`src/rtl/seq_det_pkg.sv`:
```
// Shared constants and configuration record for the serial pattern detector.
// Widths are sized for the largest legal pattern (32 bits).
package seq_det_pkg;

  localparam int MAX_LEN_DEF = 8;
  localparam int CNT_W_DEF   = 16;

  localparam logic [31:0] DEF_PAT = 32'b10010;
  localparam logic [5:0]  DEF_LEN = 6'd5;
  localparam logic        DEF_OVL = 1'b1;

  typedef struct packed {
    logic [31:0] pat;
    logic [5:0]  len;
    logic        ovl;
  } cfg_t;

  localparam cfg_t CFG_DEF = '{pat: DEF_PAT, len: DEF_LEN, ovl: DEF_OVL};

endpackage

```
`src/rtl/sat_counter.sv`:
```
// Saturating event counter; clr restarts the count at the current increment.
// One-edge update latency, holds at all-ones instead of wrapping.
module sat_counter #(
  parameter int CNT_W = 16
) (
  input  logic             clk,
  input  logic             rst,
  input  logic             inc,
  input  logic             clr,
  output logic [CNT_W-1:0] count
);

  logic [CNT_W-1:0] r_count;

  always_ff @(posedge clk) begin
    if (rst) begin
      r_count <= '0;
    end else if (clr) begin
      r_count <= {{(CNT_W-1){1'b0}}, inc};
    end else if (inc && (r_count != {CNT_W{1'b1}})) begin
      r_count <= r_count + CNT_W'(1);
    end
  end

  assign count = r_count;

endmodule

```
`src/rtl/moore_seq_detect_p.sv`:
```
// Configurable serial pattern detector with overlapping/non-overlapping modes.
// match is registered: high the cycle after the edge that took the last bit.
module moore_seq_detect_p
  import seq_det_pkg::*;
#(
  parameter int MAX_LEN = MAX_LEN_DEF,
  parameter int CNT_W   = CNT_W_DEF
) (
  input  logic                         clk,
  input  logic                         rst,
  input  logic                         cfg_load,
  input  logic [MAX_LEN-1:0]           cfg_pattern,
  input  logic [$clog2(MAX_LEN+1)-1:0] cfg_len,
  input  logic                         cfg_overlap,
  input  logic                         in_valid,
  input  logic                         din,
  input  logic                         cnt_clr,
  output logic                         match,
  output logic [CNT_W-1:0]             match_count,
  output logic                         cfg_err
);

  localparam int LEN_W = $clog2(MAX_LEN+1);

  logic [MAX_LEN-1:0] r_hist;
  logic [LEN_W-1:0]   r_fill;
  cfg_t               r_cfg;
  logic               r_match;
  logic               r_cfg_err;

  logic [MAX_LEN-1:0] w_hist_n;
  logic [MAX_LEN-1:0] w_mask;
  logic [MAX_LEN-1:0] w_pat;
  logic [LEN_W-1:0]   w_len;
  logic [LEN_W-1:0]   w_fill_n;
  logic               w_hit;
  logic               w_cfg_ok;
  logic               w_unused;

  assign w_pat    = r_cfg.pat[MAX_LEN-1:0];
  assign w_len    = r_cfg.len[LEN_W-1:0];
  assign w_cfg_ok = (cfg_len >= LEN_W'(2)) && (cfg_len <= LEN_W'(MAX_LEN));
  // The oldest history bit is shifted out before it can ever be compared.
  assign w_unused = ^{r_cfg.pat, r_cfg.len, r_hist[MAX_LEN-1]};

  always_comb begin
    w_hist_n = {r_hist[MAX_LEN-2:0], din};
    w_fill_n = (r_fill == LEN_W'(MAX_LEN)) ? r_fill : r_fill + LEN_W'(1);
    w_mask   = '0;
    for (int i = 0; i < MAX_LEN; i++) begin
      w_mask[i] = (i < int'(w_len));
    end
    w_hit = in_valid && !cfg_load && (w_fill_n >= w_len) &&
            (((w_hist_n ^ w_pat) & w_mask) == '0);
  end

  always_ff @(posedge clk) begin
    if (rst) begin
      r_hist    <= '0;
      r_fill    <= '0;
      r_cfg     <= CFG_DEF;
      r_match   <= 1'b0;
      r_cfg_err <= 1'b0;
    end else if (cfg_load) begin
      r_hist  <= '0;
      r_fill  <= '0;
      r_match <= 1'b0;
      if (w_cfg_ok) begin
        r_cfg <= '{pat: 32'(cfg_pattern), len: 6'(cfg_len), ovl: cfg_overlap};
      end else begin
        r_cfg_err <= 1'b1;
      end
    end else if (in_valid) begin
      r_hist  <= w_hist_n;
      // Non-overlapping mode restarts the search after every hit.
      r_fill  <= (w_hit && !r_cfg.ovl) ? '0 : w_fill_n;
      r_match <= w_hit;
    end else begin
      r_match <= 1'b0;
    end
  end

  sat_counter #(.CNT_W(CNT_W)) u_cnt (
    .clk   (clk),
    .rst   (rst),
    .inc   (w_hit),
    .clr   (cnt_clr),
    .count (match_count)
  );

  assign match   = r_match;
  assign cfg_err = r_cfg_err;

endmodule

```
`config.mk`:
```
export PLATFORM = sky130hd
export DESIGN_NAME = moore_seq_detect_p
export DESIGN_NICKNAME = d
export VERILOG_FILES = /design/src/rtl/seq_det_pkg.sv /design/src/rtl/sat_counter.sv /design/src/rtl/moore_seq_detect_p.sv
export SDC_FILE = /design/constraint.sdc
export NUM_CORES = 1
export LEC_CHECK = 0
export BUFFER_PORTS_ARGS = -buffer_cell sky130_fd_sc_hd__buf_4
export CORE_MARGIN = 5
export CORE_UTILIZATION = 40
export CTS_CLUSTER_SIZE = 10
export DETAILED_ROUTE_END_ITERATION = 8
export REMOVE_ABC_BUFFERS = 1
export SLEW_MARGIN = 20
export SYNTH_ARGS = -nofsm -noshare
export SYNTH_HDL_FRONTEND = slang
export SYNTH_SLANG_ARGS = --single-unit
```
`constraint.sdc`:
```
create_clock -name clk -period 2.7 [get_ports clk]
set_clock_uncertainty 0.1 [all_clocks]
set_input_delay 0.135 -clock clk [delete_from_list [all_inputs] [get_ports clk]]
set_output_delay 0.135 -clock clk [all_outputs]
set_load 0.005 [all_outputs]
```
# Word-level counts from Yosys, hierarchy flattened
# Index checks and enable logic that the tools add are counted.
# totals
reg_bits	42
input_bits	19
output_inout_bits	18
word_cells	47
# classes
addsub	2
n_lt_le_gt_ge	11
eq_ne	2
n_mux	4
n_bitwise	4
n_reduce_logical	15
# ops
op	n
16-bit by 1-bit adder with 16-bit output (second input constant)	1
3-bit by 4-bit less-than comparator with 1-bit output (first input constant)	4
16-bit != test (second input constant)	1
8-bit AND	1
8-bit logical NOT	1
1-bit by 4-bit less-than comparator with 1-bit output (first input constant)	2
2-bit by 4-bit less-than comparator with 1-bit output (first input constant)	2
4-bit 2-to-1 mux	2
8-bit bitwise XOR	1
1-bit logical AND	6
4-bit by 1-bit adder with 4-bit output (second input constant)	1
4-bit equality test (second input constant)	1
4-bit by 2-bit >= comparator with 1-bit output (second input constant)	1
4-bit >= comparator	1
4-bit less-or-equal comparator (second input constant)	1
2-bit AND reduction	2
2-bit OR reduction	2
3-bit OR reduction	1
1-bit logical NOT	2
1-bit 2-to-1 mux	2
1-bit NOT	2
2-bit nonzero test	1

# Longest topological paths before layout
# depth
word_depth	8
depth_mapped	15
mapped_depth_nobuf	12

# By module
# A second synthesis with hierarchy kept.
# hier_totals
cells_unflattened	242
hier_area_um2	2160.8
# by_module_without_submodules
module	instances	cells_each	area_per_inst_um2	seq_area_each_um2
moore_seq_detect_p	1	149	1350.0	520.5
sat_counter	1	93	810.8	320.3

# Least setup slack after synthesis
# No wires, ideal clock.
# synth_timing
kind	register to register
startpoint	reg r_fill[0]
endpoint	reg u_cnt.r_count[1] (netlist: u_cnt.count[1])
setup_ps	128
arrival_time_ps	2651
required_time_ps	2472
path_slack_ps	-179
stages_incl_launch_ff	16
n_path_buf	3
period_less_slack_ps	2879
cell_sequence	dfxtp_1 > inv_1 > ha_1 > nand2_1 > nor2_1 > xnor2_1 > ha_1 > nand2b_1 > a211o_1 > a21oi_1 > or4_1 > buf_2 > buf_2 > clkbuf_1 > mux2i_1 > nor2_1
# synth_between
elab_chain_len	6
elab_cells_between_ends	7
cone_classes	1 x add/sub; 1 x order compare; 1 x eq/ne; 1 x mux; 3 x reduce/logical
# synth_lines
element	line_no	rtl
start: declaration	moore_seq_detect_p.sv:26	logic [LEN_W-1:0] r_fill;
start signal: assignment	moore_seq_detect_p.sv:76	r_fill <= (w_hit && !r_cfg.ovl) ? '0 : w_fill_n;
4-bit by 1-bit adder with 4-bit output / 4-bit equality test (equally long branches)	moore_seq_detect_p.sv:48	w_fill_n = (r_fill == LEN_W'(MAX_LEN)) ? r_fill : r_fill + LEN_W'(1);
4-bit 2-to-1 mux *	moore_seq_detect_p.sv:48	
4-bit >= comparator *	moore_seq_detect_p.sv:53	w_hit = in_valid && !cfg_load && (w_fill_n >= w_len) &&
1-bit logical AND * (2 in series)	moore_seq_detect_p.sv:53	
1-bit logical AND *	sat_counter.sv:20	end else if (inc && (r_count != {CNT_W{1'b1}})) begin
end signal: assignment	sat_counter.sv:19	r_count <= {{(CNT_W-1){1'b0}}, inc};
end signal: assignment	sat_counter.sv:21	r_count <= r_count + CNT_W'(1);
end: declaration	sat_counter.sv:13	logic [CNT_W-1:0] r_count;
# Mark *: on every way between the ends. The rest lies on a longest branch, timed or not.
# A chain may end at the register's enable or synchronous reset.

# Final worst setup path
# layout_timing
startpoint	reg r_fill[0]
endpoint	reg r_fill[0]
# layout_between
elab_chain_len	7
elab_cells_between_ends	8
cone_classes	1 x add/sub; 1 x order compare; 1 x eq/ne; 2 x mux; 3 x reduce/logical
# layout_lines
element	line_no
4-bit by 1-bit adder with 4-bit output / 4-bit equality test (equally long branches)	moore_seq_detect_p.sv:48
4-bit 2-to-1 mux *	moore_seq_detect_p.sv:48
4-bit >= comparator	moore_seq_detect_p.sv:53
1-bit logical AND (2 in series)	moore_seq_detect_p.sv:53
1-bit logical AND	moore_seq_detect_p.sv:76
4-bit 2-to-1 mux *	moore_seq_detect_p.sv:76
# Marked as above.

==> metrics.cfg <==
[floorplanning]
num_io_pins = 37
core_area_sq_um = 5070
floorplan.rows = 26
fp.dieH_um = 82.1
die_width_um = 82.1
start_util_pct = 41.0
die_area_sq_um = 6750

[timing]
clock.fmax_ghz = 0.346
setup_viol = 14
min_period_ps = 2890
hold_viol = 0
setup_slack_ps = -193
rsz0062_at_grt = true
worst_slew_margin_rel_pct = 69.9
finalSetupTns_ps = -1010
fin_crit_sh_pct = 107
holdWs_ps = 7.87
worst_pin_slew_ps = 450
slew_violations = 0

[routing]
first_iter_violations = 78
wl_um = 5310
drc = 0
vias_per_cell = 5.17
first_pass_iters = 4
postRouteAntennaNets = 0
num_vias = 2036
wire_per_inst_um = 13.5

[clock_network]
cts_tree = built
cts_sinks = 42
htree_num_levels = 2
clockBufferDepth = 2
cts.clk_slew.worst_paths_ps = 80
clock_latency_ps = 290
cts_buffers = 5
cts-root-buf = clkbuf_8

[finish]
synthToLayoutAreaGrowth_pct = 44.7
drive_gt1_share_pct = 33.3
antenna-diode-count = 0
layout.nets = 349

[setup_path]
critPathBufInv = 16
critPathLaunchType = register
path_cells = inv_2 > ha_4 > nand2_4 > buf_4 > buf_4 > buf_4 > buf_4 > buf_4 > buf_4 > buf_4 > buf_4 > buf_4 > buf_4 > buf_4 > buf_4 > buf_4 > buf_4 > buf_4 > nor3_2 > o21ai_1 > a21oi_1
crit_required_ps = 2820
crit_fanout = 2
path_class = register to register
critPathMaxStageDelay_ps = 330
slowest_stage = dfxtp_2
cp_top_family = buffers and inverters
end_kind = register
critPathArrivalTime_ps = 3020
cp_common_cell = buf_4

[hold_path]
hp-class = input pin to register

[global_route]
grt_pass1_wl_um = 8340
first_global_vias = 1806
grt_max_degree = 20
grtUsageTotal_pct = 15.9
antenna_found_initial = 0
grt_overflow_total = 0

[synth]
avgSynthCellArea_sq_um = 8.50
ys_warn_count = 0
synthCells = 245
ys_seq_area_share_pct = 40.4
synth_cell_types = 38
synth_seq_cells = 42
synth_area_sq_um = 2080

[placement]
dp_slack_ps = -254
dp.final_hpwl_um = 3400
gp_congestion = 0.824
io_buffers = 36

[outcome]
violations = setup timing
status = finished, violations left

[power]
fin_total_pwr_uw = 1280
ir_drop_mv = 0.325
power.density_nw_per_um2 = 426
p_leak_uw = 0.00129

[job]
drv_cap = 0

==> area by class of cell <==
class / count / area (sq um)
clock buffers: 5 / 68.8
well taps: 70 / 87.6
fillers: 473 / 2060
clock inverters: 3 / 45.0
flip-flops and latches: 42 / 843
multi-input cells: 178 / 1240
repair buffers: 83 / 677
inverters: 13 / 48.8
==> cells in the final DEF, fill, tap and decap left out, types with 6 or more instances in the layout <==
| cell | netlist | final |
|---|---|---|
| nand3_1 | 11 | 11 |
| nand2_1 | 9 | 8 |
| a21oi_1 | 21 | 15 |
| nor2_1 | 33 | 32 |
| dlygate4sd3_1 | 0 | 11 |
| a21oi_2 | 0 | 6 |
| buf_4 | 0 | 65 |
| mux2i_1 | 16 | 16 |
| or3_1 | 10 | 8 |
| inv_1 | 13 | 11 |
| o21ai_0 | 11 | 10 |
| xor2_1 | 6 | 6 |
| buf_6 | 0 | 7 |
| dfxtp_1 | 42 | 40 |
==> power by group <==
group	internal, uW	leakage [uW]	switching [uW]
Sequential	633	0.000341	9.14
Combinational	73.3	0.000897	62.8
Clock	275	0.0000504	230
==> cell families after synthesis <==
logic type | Yosys count | share of synthesized area [%]
and+or+nand+nor | 91 | 22.2
AOI/OAI and AO/OA | 53 | 16.2
DFF | 42 | 40.4
buffers and inverters | 25 | 4.63
muxes | 16 | 7.69
xor gates and xnor gates | 11 | 4.63
adders and majority gates | 7 | 4.21
==> state kept, by name, summed over array words and instances (netlist names) <==
register     flops
u_cnt.count     16
r_cfg           13
r_hist           7
r_fill           4
cfg_err          1
match            1
==> synth_stat cells <==
cell type	number	area, sq um
buf_2	2	10.0
o221ai_1	1	8.76
buf_1	3	11.3
clkbuf_1	7	26.3
a2111oi_0	1	8.76
or4_1	6	45.0
nor3_1	2	10.0
nor4_1	1	6.26
xor2_1	6	52.6
o31ai_1	5	37.5
nand3_1	11	55.1
o21ai_0	11	55.1
and3_1	1	6.26
a22oi_1	2	15.0
inv_1	13	48.8
nor2_1	33	124
ha_1	7	87.6
and4_1	1	8.76
nor3b_1	1	7.51
or3_1	10	62.6
dfxtp_1	42	841
a21o_1	1	7.51
a221oi_2	1	15.0
nand4_1	3	18.8
a21oi_1	21	105
o21a_1	2	15.0
o211a_1	1	10.0
xnor2_1	5	43.8
nand2_1	9	33.8
o21bai_1	1	7.51
a211o_1	5	43.8
and2_1	1	6.26
or3b_1	1	8.76
or2_2	4	25.0
nand3b_1	1	7.51
o31a_1	1	8.76
mux2i_1	16	160
nand2b_1	6	37.5
==> stage by stage <==
stage                     instance area (sq um)  instances  utilization [%]
after global routing                       3010        394             59.4
after floorplan                            2030        233                -
after detailed placement                   2490        352             49.1
after CTS                                  2930        390             57.7
after global placement                     2490        352             49.1
final                                      3010        394             59.4
==> path summary, 6_finish.rpt <==
| path | from | endpoint | slack (ps) | depth (start not counted) |
|---|---|---|---|---|
| worst max-delay path | r_fill[0] | r_fill[0] | -190 | 21 |
| worst min-delay path | cfg_len[3] | r_cfg[4] | 8 | 3 |
| worst max register to register | r_fill[0] | r_fill[0] | -190 | 21 |
| worst min register to register | r_cfg[0] | r_cfg[0] | 360 | 1 |
==> routing by layer <==
layer / global-route usage [%] / wire length [um] / vias to the layer above
met4: 4.32 / 91 / 0
met1: 18.8 / 2240 / 964
li1: - / - / 1023
met3: 3.80 / 203 / 10
met5: 0 / 0 / -
met2: 28.7 / 2780 / 39
==> what timing repair did <==
item                                    in CTS  in global routing
gates cloned                                 1                  0
pin swaps                                    8                  5
hold endpoints to repair                    10                  1
resized for setup                           23                 12
hold buffers                                10                  1
endpoints found under the setup margin      14                 14
setup buffers                               19                  3
==> worst min-delay path, stage by stage <==
cell     delay, ps
buf_4           90
a22oi_1         70
nor2_1          70
No activity file was read; power rests on OpenSTA's default activity.
